<file path="src/rtl/riscv_uar.sv">
// UART receiver: 2-flop synchronized rx, mid-bit sampling FSM, and a receive buffer.
// Define RISCV_UAR_FIFO_EN for a 4-entry FIFO; otherwise a single holding register.
module riscv_uar #(
  parameter int CLK_FREQ = 500_000_000,
  parameter int BAUD     = 50_000_000
) (
  input  logic       clk,
  input  logic       rst,
  input  logic       rx,
  output logic [7:0] dOut,
  output logic       dOutValid,
  input  logic       dOutReady,
  output logic       frameErr,
  output logic       overrun
);
  localparam int CLKS_PER_BIT = CLK_FREQ / BAUD;
  localparam int CW = $clog2(CLKS_PER_BIT + 1);

  typedef enum logic [2:0] {IDLE, START, DATA, STOP, WAIT_HIGH} state_t;

  state_t        state;
  logic [CW-1:0] cnt;
  logic [2:0]    bitIdx;
  logic [7:0]    shReg;
  logic          rxMeta, rxs;
  logic          expire, push, pop, full, accept;

  always_ff @(posedge clk or posedge rst) begin
    if (rst) begin
      rxMeta <= 1'b1;
      rxs    <= 1'b1;
    end else begin
      rxMeta <= rx;
      rxs    <= rxMeta;
    end
  end

  // Counter is loaded with the wait length; the sample happens on the edge where it reads 1.
  assign expire = (cnt == CW'(1));
  assign push   = (state == STOP) && expire && rxs;
  assign pop    = dOutValid && dOutReady;
  assign accept = push && (!full || pop);

  always_ff @(posedge clk or posedge rst) begin
    if (rst) begin
      state    <= IDLE;
      cnt      <= '0;
      bitIdx   <= '0;
      shReg    <= '0;
      frameErr <= 1'b0;
    end else begin
      frameErr <= 1'b0;
      case (state)
        IDLE: if (!rxs) begin
          state <= START;
          cnt   <= CW'(CLKS_PER_BIT / 2);
        end
        START: if (expire) begin
          if (rxs) state <= IDLE;
          else begin
            state  <= DATA;
            cnt    <= CW'(CLKS_PER_BIT);
            bitIdx <= '0;
          end
        end else cnt <= cnt - CW'(1);
        DATA: if (expire) begin
          shReg  <= {rxs, shReg[7:1]};
          cnt    <= CW'(CLKS_PER_BIT);
          bitIdx <= bitIdx + 3'd1;
          if (bitIdx == 3'd7) state <= STOP;
        end else cnt <= cnt - CW'(1);
        STOP: if (expire) begin
          if (rxs) state <= IDLE;
          else begin
            frameErr <= 1'b1;
            state    <= WAIT_HIGH;
          end
        end else cnt <= cnt - CW'(1);
        WAIT_HIGH: if (rxs) state <= IDLE;
        default: state <= IDLE;
      endcase
    end
  end

`ifdef RISCV_UAR_FIFO_EN
  logic [7:0] mem [4];
  logic [1:0] wrPtr, rdPtr;
  logic [2:0] count;

  assign full      = (count == 3'd4);
  assign dOutValid = (count != 3'd0);
  assign dOut      = mem[rdPtr];

  always_ff @(posedge clk or posedge rst) begin
    if (rst) begin
      for (int i = 0; i < 4; i++) mem[i] <= '0;
      wrPtr   <= '0;
      rdPtr   <= '0;
      count   <= '0;
      overrun <= 1'b0;
    end else begin
      overrun <= push && full && !pop;
      if (accept) begin
        mem[wrPtr] <= shReg;
        wrPtr      <= wrPtr + 2'd1;
      end
      if (pop) rdPtr <= rdPtr + 2'd1;
      count <= count + 3'(accept) - 3'(pop);
    end
  end
`else
  logic [7:0] hold;
  logic       holdValid;

  assign full      = holdValid;
  assign dOutValid = holdValid;
  assign dOut      = hold;

  always_ff @(posedge clk or posedge rst) begin
    if (rst) begin
      hold      <= '0;
      holdValid <= 1'b0;
      overrun   <= 1'b0;
    end else begin
      overrun   <= push && full && !pop;
      if (accept) hold <= shReg;
      holdValid <= accept || (holdValid && !pop);
    end
  end
`endif
endmodule
</file>
<file path="config.mk">
export PLATFORM = sky130hd
export DESIGN_NAME = riscv_uar
export DESIGN_NICKNAME = d
export VERILOG_FILES = /design/src/rtl/riscv_uar.sv
export SDC_FILE = /design/constraint.sdc
export NUM_CORES = 1
export LEC_CHECK = 0
export CAP_MARGIN = 30
export CORE_AREA = 2 2 59 74
export CTS_CLUSTER_SIZE = 24
export DETAILED_ROUTE_END_ITERATION = 16
export DIE_AREA = 0 0 61 76
export GPL_ROUTABILITY_DRIVEN = 0
export HOLD_SLACK_MARGIN = 0.1
export SYNTH_ARGS = -nofsm -noshare
export SYNTH_HDL_FRONTEND = slang
export SYNTH_SLANG_ARGS = --single-unit
</file>
<file path="constraint.sdc">
create_clock -name clk -period 1.8 [get_ports clk]
set_input_delay 0.36 -clock clk [delete_from_list [all_inputs] [get_ports clk]]
set_output_delay 0.36 -clock clk [all_outputs]
set_load 0.02 [all_outputs]
</file>
# After elaboration in Yosys (flattened, before gate mapping)
# Index checks and enable logic that the tools add are counted.
[totals]
rom_bits = 0
ff_bits = 31
wordCells = 67
latchBits = 0
n_memories = 0
ram_bits = 0
out_inout_bits = 11
input_bits = 4
[classes]
n_div = 0
bitwise = 0
muxes = 22
n_eq_ne = 15
reduce_logical = 18
n_addsub = 2
n_mul = 0
magnitude_cmp = 0
n_shift = 0
[ops]
columns = ["cell", "n"]
rows = [
  ["3-bit 2-to-1 mux", 10],
  ["4-bit 2-to-1 mux", 5],
  ["2-bit != test (second input constant)", 8],
  ["4-bit one-hot mux with 4 select lines", 1],
  ["3-bit one-hot mux with 5 select lines", 1],
  ["4-bit AND reduction", 2],
  ["1-bit logical AND", 7],
  ["3-bit by 2-bit equality test with 1-bit output (second input constant)", 2],
  ["3-bit equality test (second input constant)", 2],
  ["3-bit one-hot mux with 2 select lines", 1],
  ["6-bit AND reduction", 1],
  ["4-bit by 1-bit equality test with 1-bit output (second input constant)", 1],
  ["4-bit nonzero test", 1],
  ["4-bit by 1-bit subtractor with 4-bit output (second input constant)", 1],
  ["3-bit by 1-bit adder with 3-bit output (second input constant)", 1],
  ["3-bit by 1-bit equality test with 1-bit output (second input constant)", 1],
  ["3-bit zero test", 1],
  ["1-bit 2-to-1 mux", 3],
  ["3-bit != test (second input constant)", 1],
  ["1-bit zero test", 2],
  ["1-bit logical OR", 2],
  ["2-bit 2-to-1 mux", 1],
  ["2-bit AND reduction", 1],
  ["2-bit nonzero test", 1],
]

# Depth between registers and ports, before layout
[depth]
depth_word = 5
mapped_depth = 6

# Worst setup path after synthesis
# No wires, ideal clock.
[synth_timing]
path_type = "reg-to-reg"
from = "reg cnt[1]"
to = "reg shReg[0]"
t_arrival_ps = 1718
path_buffers = 0
stages_incl_launch_ff = 7
path_slack_ps = -43
cell_sequence = "dfrtp_1 > inv_1 > ha_1 > or4b_4 > nor2_8 > nand2_8 > mux2_4"
[synth_via]
elab_chain_cells = 2
[synth_lines]
columns = ["item", "line", "text"]
rows = [
  ["start, declared", "22", "logic [CW-1:0] cnt;"],
  ["start signal, assigned", "56", "cnt <= CW'(CLKS_PER_BIT / 2);"],
  ["start signal, assigned", "62", "cnt <= CW'(CLKS_PER_BIT);"],
  ["start signal, assigned", "65", "end else cnt <= cnt - CW'(1);"],
  ["4-bit by 1-bit equality test with 1-bit output", "39", "assign expire = (cnt == CW'(1));"],
  ["2-bit AND reduction (no source line)", "-", ""],
  ["end signal, assigned", "67", "shReg <= {rxs, shReg[7:1]};"],
  ["end, declared", "24", "logic [7:0] shReg;"],
]
# Every way passes these cells.
# A chain may end at the register's enable or synchronous reset.

# Final worst setup path
[layout_timing]
from = "reg cnt[1]"
to = "reg shReg[2]"
# The elaborated chain is that of the path after synthesis.

==> results.md <==
- Async SR Flop Fraction: 1.00
- Detailed Place HPWL: 1.97 mm
- DR vias: 1011
- Grt ovf: 0
- CORE AREA: 4000 µm²
- LEAKAGE: 0.000899 µW
- Clock slew at the register clock pins of the worst setup and hold paths: 0.07 ns
- Slew HR: 0.645
- Fraction of final layout cells sized beyond drive strength 1: 0.318
- DR pass1 iterations: 4
- Syn_nets: 128
- Critical path buffers and inverters: 1
- IO buf count: 14
- RSZ-0062 raised after global routing: yes
- Worst hold path type: reg2reg
- CP Launch Type: flip-flop
- Hold_ws: 0.356 ns
- Post-synth top cells: dfrtp_1, mux2_2, mux2_4
- Worst endpoint required time: 1.96 ns
- First-pass GRT wire length: 4.78 mm
- Worst slew pin tran: 0.531 ns
- Routed WL: 2.76 mm
- Post-synth EDFFs: 0
- Peak supply drop: 0.677 mV
- # placed instances: 194
- Yosys Warn Count: 0
- DIE HEIGHT: 76 µm
- Vias in the first global route: 1033
- Largest net degree at the start of global routing: 32
- Remaining DRCs: 0
- Hold-fix buffers, CTS: 0
- Global-route total usage across every layer: 0.142
- Syn_area_per_cell: 12.7 µm²
- Post-Syn Instances: 120
- Main synth FF type: dfrtp_1
- CP endpoint kind: flip-flop
- Max frequency: 0.556 GHz
- Synth top area share: 0.477
- Critical path type: reg2reg
- IO Count: 15
- Via density: 4.96
- Final setup fails: 1
- Max Cap Viol: 0
- Ranking of synthesized cells by area: dfrtp_1, mux2_4, mux2_2, dfstp_2, ha_1
- Number of core rows: 26
- Layout Cells excl Fill: 204
- Register bit total from synthesis: 31
- CP max-delay cell: or4b_4
- CTS H-Tree Depth: 2
- TritonCTS clock tree: built
- Mapped Area: 1520 µm²
- Top-count cell post-synth: dfrtp_1
- Place WS: -0.0228 ns
- Worst-path maximum fanout: 4
- Max-slew violations: 0
- Setup Skew: 0.0124 ns
- Max Root-Sink Buffers: 2
- Status: finished with violations
- Power Density: 1270 nW/µm²
- Die span in x: 61 µm
- Setup ws final: -0.000106 ns
- Initial antenna violation count: 0
- Register area share after synthesis: 0.511
- Failing checks: negative setup slack
- Starting Density: 0.381
- Worst skew pair latency: 0.28 ns
- Die area: 4640 µm²
- # nets final: 156
- # diodes: 0
- Wire per inst: 13.5 µm
- Root Buffer: clkbuf_8
- Yosys top cell by area: dfrtp_1
- TritonCTS Buffers: 5
- Fin. Hold Viols: 0
- Distinct cells, synth: 39
- Post-route ant nets: 0
- Final Cycle Share: 1.00
- Crit path cell chain: inv_2 -> ha_4 -> or4b_4 -> nor2_8 -> nand2_4 -> mux2_4
- Min Tclk post-route: 1.80 ns
- Initial DRC Count: 23
- Worst Path Arrival: 1.96 ns
- Worst path max stage delay: 0.50 ns
- # clock sinks: 31
- Synth-to-Final Area Change: 23.8%
- Family with the most delay on the worst path: simple AND/OR/NAND/NOR gates
==> state kept, by name, summed over array words and instances, names as in the netlist <==
| signal | count |
|---|---|
| overrun | 1 |
| cnt | 4 |
| frameErr | 1 |
| dOutValid | 1 |
| state | 3 |
| rxs | 1 |
| dOut | 8 |
| shReg | 8 |
| rxMeta | 1 |
| bitIdx | 3 |
==> cell usage in the layout, fill, tap and decap left out, types with 2 or more instances in the layout <==
master,count
xnor2_1,2
a211oi_1,2
mux2_4,8
clkbuf_8,6
nand2b_1,3
clkdlybuf4s50_1,14
dfrtp_1,29
mux2_2,8
mux2i_1,4
inv_1,5
buf_4,13
ha_1,3
nor3b_1,2
dfstp_2,2
nor2_1,6
o21ai_0,5
o32ai_1,2
nand2_1,7
a21oi_1,4
==> layout make-up <==
cell class,count,area (µm²)
Timing Repair Buffer,27,238
Tap cell,56,70.1
Inverter,6,22.5
Sequential cell,31,778
Clock inverter,1,5.00
Fill cell,384,2120
Clock buffer,6,82.6
Multi-Input combinational cell,77,689
==> final timing paths <==
check | cells after the start | start | slack (ns) | end
setup / recovery | 6 | cnt[1]$_DFFE_PP0P_ | -0.0001 | shReg[2]$_DFFE_PP0P_
hold / removal | 0 | rxMeta$_DFF_PP1_ | 0.36 | rxs$_DFF_PP1_
setup reg to reg | 6 | cnt[1]$_DFFE_PP0P_ | -0.0001 | shReg[2]$_DFFE_PP0P_
hold reg to reg | 0 | rxMeta$_DFF_PP1_ | 0.36 | rxs$_DFF_PP1_
max in group asynchronous | 3 | rst | 1.00 | rxMeta$_DFF_PP1_
min in group asynchronous | 3 | rst | 0.47 | shReg[1]$_DFFE_PP0P_
==> metrics by stage <==
stage	total power [µW]	utilization	setup TNS, ns	instance area (µm²)
2_1_floorplan	1620	-	0	1540
3_3_place_gp	1810	0.443	0	1770
3_5_place_dp	1840	0.443	-0.158	1770
4_1_cts	2420	0.471	-0.0128	1890
5_1_grt	2570	0.471	-0.823	1890
6_report	2400	0.471	-0.000106	1890
==> kinds of logic after synthesis <==
| kind of cell | count (synthesis) | share of synthesized area |
|---|---|---|
| adder cells (fa/ha/maj) | 4 | 0.0329 |
| AND/OR/NAND/NOR | 30 | 0.141 |
| multiplexers | 20 | 0.164 |
| buffers and inverters | 13 | 0.0518 |
| flip-flops | 31 | 0.511 |
| AO/OA/AOI/OAI | 20 | 0.0879 |
| XOR/XNOR | 2 | 0.0115 |
==> what timing repair did <==
action | 4_1_cts | 5_1_grt
cloned | 1 | 0
endpoints found under the setup margin | 12 | 19
setup buffers | 2 | 0
resized for setup | 0 | 0
pin swaps | 1 | 0
==> power by group <==
group	total [µW]	internal, µW	switching, µW	leakage [µW]
clock	540	299	240	0.0000470
sequential	921	818	103	0.000411
combinational	940	469	471	0.000441
==> per-layer routing <==
metal	vias to the layer above	global-route usage	part of all wire
met2	21	0.230	0.53
met5	-	0	0
met4	0	0.0587	0.017
li1	480	-	-
met1	505	0.164	0.41
met3	5	0.0509	0.036
(Power assumes the default switching activity.)
